`src/rtl/inst_fetch_unit.sv`:
```
`default_nettype none
// ==== inst_fetch_unit: owns the PC, one outstanding imem read, valid/ready delivery, redirect squash ====
// ==== Optional FETCH_PERF_CNT_EN adds fetch_count / squash_count.                        Rev 1.0 ====
module inst_fetch_unit #(
  parameter logic [31:0] RESET_PC = 32'h0000_0000,
  parameter int unsigned PC_STEP  = 4
) (
  input  logic        clk,
  input  logic        rst_n,
  output logic        imem_req_valid,
  input  logic        imem_req_ready,
  output logic [31:0] imem_addr,
  input  logic        imem_rsp_valid,
  input  logic [31:0] imem_rsp_data,
  input  logic        redirect_valid,
  input  logic [31:0] redirect_pc,
  output logic [31:0] inst,
  output logic [31:0] inst_addr,
  output logic        inst_valid,
  input  logic        inst_ready
`ifdef FETCH_PERF_CNT_EN
  ,
  output logic [31:0] fetch_count,
  output logic [31:0] squash_count
`endif
);

  localparam logic [31:0] STEP = 32'(PC_STEP);

  typedef enum logic [2:0] {
    S_IDLE = 3'd0,
    S_REQ  = 3'd1,
    S_WAIT = 3'd2,
    S_HOLD = 3'd3,
    S_DROP = 3'd4
  } state_t;

  state_t      state, state_nxt;
  logic [31:0] pc, pc_nxt;
  logic        capture;
  logic        unused_bits;

  assign unused_bits    = ^redirect_pc[1:0];
  assign imem_addr      = pc;
  assign imem_req_valid = (state == S_REQ);
  assign inst_valid     = (state == S_HOLD);

  always_comb begin
    state_nxt = state;
    pc_nxt    = pc;
    capture   = 1'b0;
    case (state)
      S_IDLE: state_nxt = S_REQ;
      S_REQ: begin
        // An accepted request still owes us a response, so a redirect must drain it.
        if (imem_req_ready) state_nxt = redirect_valid ? S_DROP : S_WAIT;
      end
      S_WAIT: begin
        if (imem_rsp_valid) begin
          state_nxt = redirect_valid ? S_REQ : S_HOLD;
          capture   = ~redirect_valid;
        end else if (redirect_valid) begin
          state_nxt = S_DROP;
        end
      end
      S_HOLD: begin
        if (redirect_valid || inst_ready) state_nxt = S_REQ;
      end
      S_DROP: begin
        if (imem_rsp_valid) state_nxt = S_REQ;
      end
      default: state_nxt = S_IDLE;
    endcase
    if (capture) pc_nxt = pc + STEP;
    if (redirect_valid) pc_nxt = {redirect_pc[31:2], 2'b00};
  end

  always_ff @(posedge clk) begin
    if (!rst_n) begin
      state     <= S_IDLE;
      pc        <= RESET_PC;
      inst      <= '0;
      inst_addr <= '0;
    end else begin
      state <= state_nxt;
      pc    <= pc_nxt;
      if (capture) begin
        inst      <= imem_rsp_data;
        inst_addr <= pc;
      end
    end
  end

`ifdef FETCH_PERF_CNT_EN
  // A held instruction taken in the same cycle as the redirect counts as delivered, not squashed.
  logic squash_evt;
  assign squash_evt = redirect_valid &&
                      ((state == S_WAIT) ||
                       (state == S_REQ  && imem_req_ready) ||
                       (state == S_HOLD && !inst_ready));

  always_ff @(posedge clk) begin
    if (!rst_n) begin
      fetch_count  <= '0;
      squash_count <= '0;
    end else begin
      if (inst_valid && inst_ready) fetch_count  <= fetch_count + 32'd1;
      if (squash_evt)               squash_count <= squash_count + 32'd1;
    end
  end
`endif

endmodule
`default_nettype wire

```
`config.mk`:
```
export PLATFORM = sky130hd
export DESIGN_NAME = inst_fetch_unit
export DESIGN_NICKNAME = d
export VERILOG_FILES = /design/src/rtl/inst_fetch_unit.sv
export SDC_FILE = /design/constraint.sdc
export NUM_CORES = 1
export LEC_CHECK = 0
export ABC_AREA = 1
export CAP_MARGIN = 5
export CORE_ASPECT_RATIO = 0.6
export CORE_MARGIN = 5
export CORE_UTILIZATION = 40
export DETAILED_ROUTE_END_ITERATION = 12
export PLACE_DENSITY_LB_ADDON = 0.3
export REMOVE_ABC_BUFFERS = 1
export SLEW_MARGIN = 20
export SYNTH_ARGS = -nofsm -noshare
export SYNTH_HDL_FRONTEND = slang
export SYNTH_SLANG_ARGS = --single-unit
```
`constraint.sdc`:
```
create_clock -name clk -period 1.5 [get_ports clk]
set_clock_uncertainty 0.15 [all_clocks]
set_input_delay 0.45 -clock clk [delete_from_list [all_inputs] [get_ports clk]]
set_output_delay 0.45 -clock clk [all_outputs]
set_load 0.005 [all_outputs]
```
==> reports/metrics.csv <==
stage;metric;value;unit
finish;seq_area;2050;um^2
worst_setup_path;cp-end-kind;flop;
timing;maxSlewViolCount;0;
global_routing;grt_max_degree;32;
yosys;ys_seq_area_frac;0.431;
timing;rsz0062_at_grt;true;
route;drt-total-wl;18500;um
route;via_per_inst;5.19;
timing;setup_slack;-0.266;ns
outcome;failed_checks;setup timing;
global_routing;grt_pass1_vias;5479;
timing;final.min_clock_period;1.77;ns
yosys;yosysTopAreaCellShare;0.431;
yosys;synth_cell_type_count;34;
global_routing;grt_pass1_wl;28000;um
floorplanning;die_height;91.4;um
pwr;max-vdd-ir-drop;614;uV
route;drc;0;
placement;portBuffers;161;
flow_run;maxCapViolations;0;
global_routing;antenna_found_initial;0;
yosys;syn_inst;644;
finish;design_area;8080;um^2
finish;n_antenna_cell;0;
route;num_vias;5498;
global_routing;grt-ovfl-total;0;
timing;fin_crit_sh;1.18;
timing;final-hold-violation-count;0;
worst_setup_path;path_class;flop to flop;
worst_setup_path;critPathBufInv;3;
clocking;insertion_delay;0.35;ns
timing;max_clock_freq;566;MHz
clocking;cts_hold_buffers;0;
yosys;yosysWarnings;0;
finish;n_fill_cell;773;
clocking;cts_tree;done;
yosys;synth-seq-cells;95;
clocking;clk_pin_slew;0.07;ns
floorplanning;core;10700;um^2
worst_setup_path;cp-start-kind;flop;
worst_setup_path;cp.arrival;1.84;ns
clocking;clock_sinks;95;
floorplanning;dieArea;13300;um^2
floorplanning;num_rows;29;
finish;drive_above_1_share;0.467;
floorplanning;floorplan.initialDensity;0.414;
floorplanning;pin_count;168;
clocking;clock_path_buffers;2;
finish;multi_input_area;2640;um^2
worst_setup_path;crit_chain;buf_6 > ha_4 > nand2_4 > nor2_4 > nand2_4 > buf_4 > buf_6 > nor2_4 > xor2_1 > a21oi_1;
worst_setup_path;required;1.57;ns
worst_setup_path;slowest_delay;0.34;ns
finish;area_growth;83.1;%
yosys;netlist_area;4420;um^2
floorplanning;die_x;146;um
route;dr.first_iter.drc_count;445;
worst_setup_path;crit_fanout;4;
clocking;h-tree-depth;3;
hold_path;hold_path.class;flop to flop;
worst_setup_path;critical-path-slowest-cell;dfxtp_2;
pwr;p_leak;0.00342;uW
placement;routabilityCongestion;0.897;
worst_setup_path;path_delay_family;buffers and inverters;
pwr;powerDensity;817;nW/um^2
outcome;status;finished, violations left;
placement;placed_area;6800;um^2
global_routing;grt_usage;0.258;
placement;dp_hpwl;11700;um
route;drtAntennaViolNets;0;
timing;setup_tns;-18.02;ns
clocking;cts_made_buffers;9;
finish;layout.nets;986;
route;drt_pass1_iterations;7;
yosys;synth_area_per_cell;6.86;um^2
yosys;synthTopCellsByArea;dfxtp_1, nor2_1, nand2_1, o21ai_0, nand3_1;
timing;setup_viol;99;
route;wl_per_cell;17.5;um
clocking;cts_root_buf;clkbuf_16;
yosys;yosysTopAreaCell;dfxtp_1;
## flip-flops by register name, summed over array words and instances (netlist names)
| signal | cells |
|---|---|
| imem_addr | 30 |
| inst_addr | 30 |
| inst | 32 |
| state | 3 |
## timing repair
| item | in CTS | in global routing |
|---|---|---|
| pin swaps | 27 | 24 |
| cloned | 6 | 4 |
| endpoints found under the hold margin | 0 | 0 |
| gates resized for setup | 483 | 143 |
| setup buffers | 25 | 13 |
| endpoints found under the setup margin | 189 | 151 |
## Yosys cell counts, drive strengths merged
cell type,instances
nand4,5
nand2,116
and2,2
a31oi,6
xnor2,1
xor2,5
nor3,15
nand3,42
a211oi,3
clkbuf,19
ha,1
o21ai,70
buf,18
inv,45
or2,2
nand3b,3
dfxtp,95
a22oi,2
nor2,160
o211ai,1
conb,1
a22o,1
a21oi,31
## cell type report
| type | instances | share of cell area |
|---|---|---|
| inverter | 45 | 0.0231 |
| clock buffer | 9 | 0.0279 |
| timing repair buffer | 294 | 0.338 |
| tap | 139 | 0.0215 |
| sequential | 95 | 0.253 |
| multi-input combinational | 470 | 0.326 |
| clock inverter | 7 | 0.0105 |
## final timing paths
| check | from | endpoint | slack [ns] | cells after the start |
|---|---|---|---|---|
| min | inst[12] | inst[12] | 0.32 | 2 |
| min reg2reg | inst[12] | inst[12] | 0.32 | 2 |
| max | imem_addr[3] | imem_addr[10] | -0.27 | 10 |
| max reg2reg | imem_addr[3] | imem_addr[10] | -0.27 | 10 |
## worst min-delay path: cells and delay by family, from the launching register on
kind             cells  cell delay [ns]
flip-flops           1             0.32
AND/OR/NAND/NOR      2             0.12
## cells by family after synthesis
| family | count (synthesis) | synth area share |
|---|---|---|
| AO/OA/AOI/OAI | 114 | 0.136 |
| XOR/XNOR | 6 | 0.0119 |
| adder cells (fa/ha/maj) | 1 | 0.00283 |
| buffers and inverters | 82 | 0.0850 |
| flip-flops | 95 | 0.431 |
| other | 1 | 0.000849 |
| AND/OR/NAND/NOR | 345 | 0.332 |
## placed cells by master (no fill, tap or decap), drive strengths merged, types with 4 or more instances in the layout
cell	n
a21oi	31
nand4	5
nand2	116
dfxtp	95
nor3	15
clkdlybuf4s50	64
buf	162
xor2	5
conb	4
nor2	160
inv	48
o21ai	70
clkdlybuf4s15	24
nand3	42
a31oi	6
clkbuf	49
## power breakdown
group	internal, uW	switching (uW)	leakage [uW]
sequential	2650	106	0.000815
clock	1330	1100	0.000146
combinational	757	668	0.00246
## through the flow
step	util	power [uW]	std cells	hold slack [ns]	setup WS (ns)
floorplan	-	3150	610	0.312	-0.787
global placement	0.637	3900	1001	0.312	-0.521
detailed placement	0.637	3930	1001	0.323	-0.577
CTS	0.737	6460	1048	0.328	-0.188
global route	0.758	6860	1059	0.347	-0.370
finish	0.758	6600	1059	0.324	-0.266
## per-layer routing
metal  share of wire  track usage  routed length (um)
met1            0.45        0.345                8330
met4          0.0077       0.0551                 142
met2            0.45        0.412                8300
met3           0.094       0.0811                1730
met5               0            0                   0
Power figures use the tool's default switching activity.
==> RTL edit: new RTL, same settings <==
The 5 states of `state_t` get a Gray code encoding in 3 bits.
--- a/src/rtl/inst_fetch_unit.sv
+++ b/src/rtl/inst_fetch_unit.sv
@@ -28,11 +28,11 @@
   localparam logic [31:0] STEP = 32'(PC_STEP);
 
   typedef enum logic [2:0] {
-    S_IDLE = 3'd0,
-    S_REQ  = 3'd1,
-    S_WAIT = 3'd2,
-    S_HOLD = 3'd3,
-    S_DROP = 3'd4
+    S_IDLE = 3'b000,
+    S_REQ  = 3'b001,
+    S_WAIT = 3'b011,
+    S_HOLD = 3'b010,
+    S_DROP = 3'b110
   } state_t;
 
   state_t      state, state_nxt;
Check against the original RTL: no difference found for any inputs over 10 cycles, from zero or initial values and one cycle with rst_n low; not proved beyond that.
==> RTL edit against the unedited design <==
- power is 2.9% higher
- wire length is 16% higher
- area after synthesis is 0.20% lower
- via count is 8.1% higher
- maximum frequency is 2.7% lower
- sequential share of layout area is 1.7 points lower
- sequential cell count stayed put
- the run still ends with setup timing left
- cell area is 7.6% higher
- synthesized cell count is 0.47% lower
- largest cell class is now multi-input combinational cells
- setup slack worse by 0.049 ns
==> RTL edit: results <==
group,metric,value,unit
logic_synthesis,syn_inst,641,
global_route,grt.total_usage,0.271,
detailed_routing,wl_met2,10300,um
logic_synthesis,synth_top_area_share,0.432,
setup_path,crit_fanout,8,
detailed_routing,top_layer_used,"met4",
power,p_int,4.87,mW
power,leakage,3.76,nW
global_route,grt_max_degree,31,
detailed_routing,drt_first_iter_violations,528,
placement,hpwl,11500,um
logic_synthesis,yosys-mux-area-fraction,0,
finish,drive_gt1_frac,0.548,
detailed_routing,wl_per_cell,19.9,um
global_route,grt_pass1_wl,29300,um
finish,final_nets,1005,
power,pg_clk,2.41,mW
global_route,grt_use_met2,0.457,
detailed_routing,routedLengthMet1,8100,um
cts,root_buffer,"clkbuf_16",
placement,placed_cell_area,0.00674,mm^2
logic_synthesis,synth_area_leaders,"dfxtp_1, nor2_1, nand2_1",
placement,place.gp.congestion,0.933,
hold_path,hp-class,"reg2reg",
status,status,"finished with violations",
status,failed_checks,"setup timing",
sta,setup_ws,-0.315,ns
placement,port-buffer-count,161,
logic_synthesis,synthAdderAreaFrac,0.00284,
logic_synthesis,synth_top_cells_by_count,"nor2_1, nand2_1, dfxtp_1, o21ai_0, inv_1",
setup_path,cp.arrival,1.90,ns
setup_path,cp_top_family,"simple AND/OR/NAND/NOR gates",
logic_synthesis,synth_cell_type_count,39,
logic_synthesis,synthXorXnorAreaFrac,0.0159,
detailed_routing,firstDrtPassIters,6,
logic_synthesis,ys_seq_area_frac,0.432,
power,seqPwrFrac,0.405,
finish,largest_register_ffs,32,
global_route,met1_usage,0.336,
detailed_routing,via_count,5946,
global_route,met3_usage,0.0736,
finish,fillers,641,
power,vdd_ir_drop_max,0.705,mV
global_route,grt_antenna_before_repair,0,
global_route,grt_pass1_vias,5658,
detailed_routing,dr_wl_met3,2220,um
cts,cts_made_buffers,9,
finish,n_antenna_cell,0,
logic_synthesis,synth_compound_area_frac,0.147,
sta,setup_viol,106,
detailed_routing,drt-vias-per-instance,5.52,
sta,finalSetupTns,-20.65,ns
finish,syn_to_final_growth,97.4,%
finish,regMostFlops,"inst",
placement,place_ws,-0.637,ns
placement,dp_cells,995,
cts,clkTransAtPathRegs,0.07,ns
-- RTL edit: cell count changes after synthesis, moves of 3 or more --
cell,change
nand3_1,-10
clkbuf_1,-5
nand2_1,+5
nor2_4,-5
a21oi_1,-4
inv_1,+4
nor2_1,+4
a211oi_2,+3
nand3b_1,-3
nand4_1,-3
nor2_2,+3
-- RTL edit: final timing paths --
path | startpoint | endpoint | slack (ns) | cells past startpoint
worst min register to register | inst[12]$_SDFFE_PN0P_ | inst[12]$_SDFFE_PN0P_ | 0.31 | 2
worst min-delay path | inst[12]$_SDFFE_PN0P_ | inst[12]$_SDFFE_PN0P_ | 0.31 | 2
worst max register to register | state[1]$_SDFFE_PN0P_ | imem_addr[12]$_SDFFE_PN0P_ | -0.32 | 12
worst max-delay path | state[1]$_SDFFE_PN0P_ | imem_addr[12]$_SDFFE_PN0P_ | -0.32 | 12
-- RTL edit: cell families (layout without fill, tap and decap cells) --
| logic type | Yosys count | count (layout) |
|---|---|---|
| AND/OR/NAND/NOR | 335 | 335 |
| AO/OA/AOI/OAI | 116 | 116 |
| flip-flops | 95 | 95 |
| buffers and inverters | 85 | 380 |
| XOR/XNOR | 8 | 8 |
| adder cells (fa/ha/maj) | 1 | 1 |
| other | 1 | 4 |
-- RTL edit: layout make-up --
type,instances,area share
clock buffer,11,0.0291
inverter,50,0.0247
sequential,95,0.236
timing repair buffer,313,0.341
tap,139,0.0200
timing repair inverter,1,0.000863
clock inverter,5,0.00647
multi-input combinational,464,0.342
-- RTL edit: worst min-delay path, stage by stage, from the launching register on --
cell,delay [ns]
dfxtp_2,0.32
nor2_1,0.04
nor2_1,0.06
-- RTL edit: what timing repair did --
item / CTS / global route
cloned: 7 / 5
resized for setup: 567 / 210
pin swaps: 37 / 57
endpoints found under the setup margin: 188 / 160
setup buffers: 39 / 29
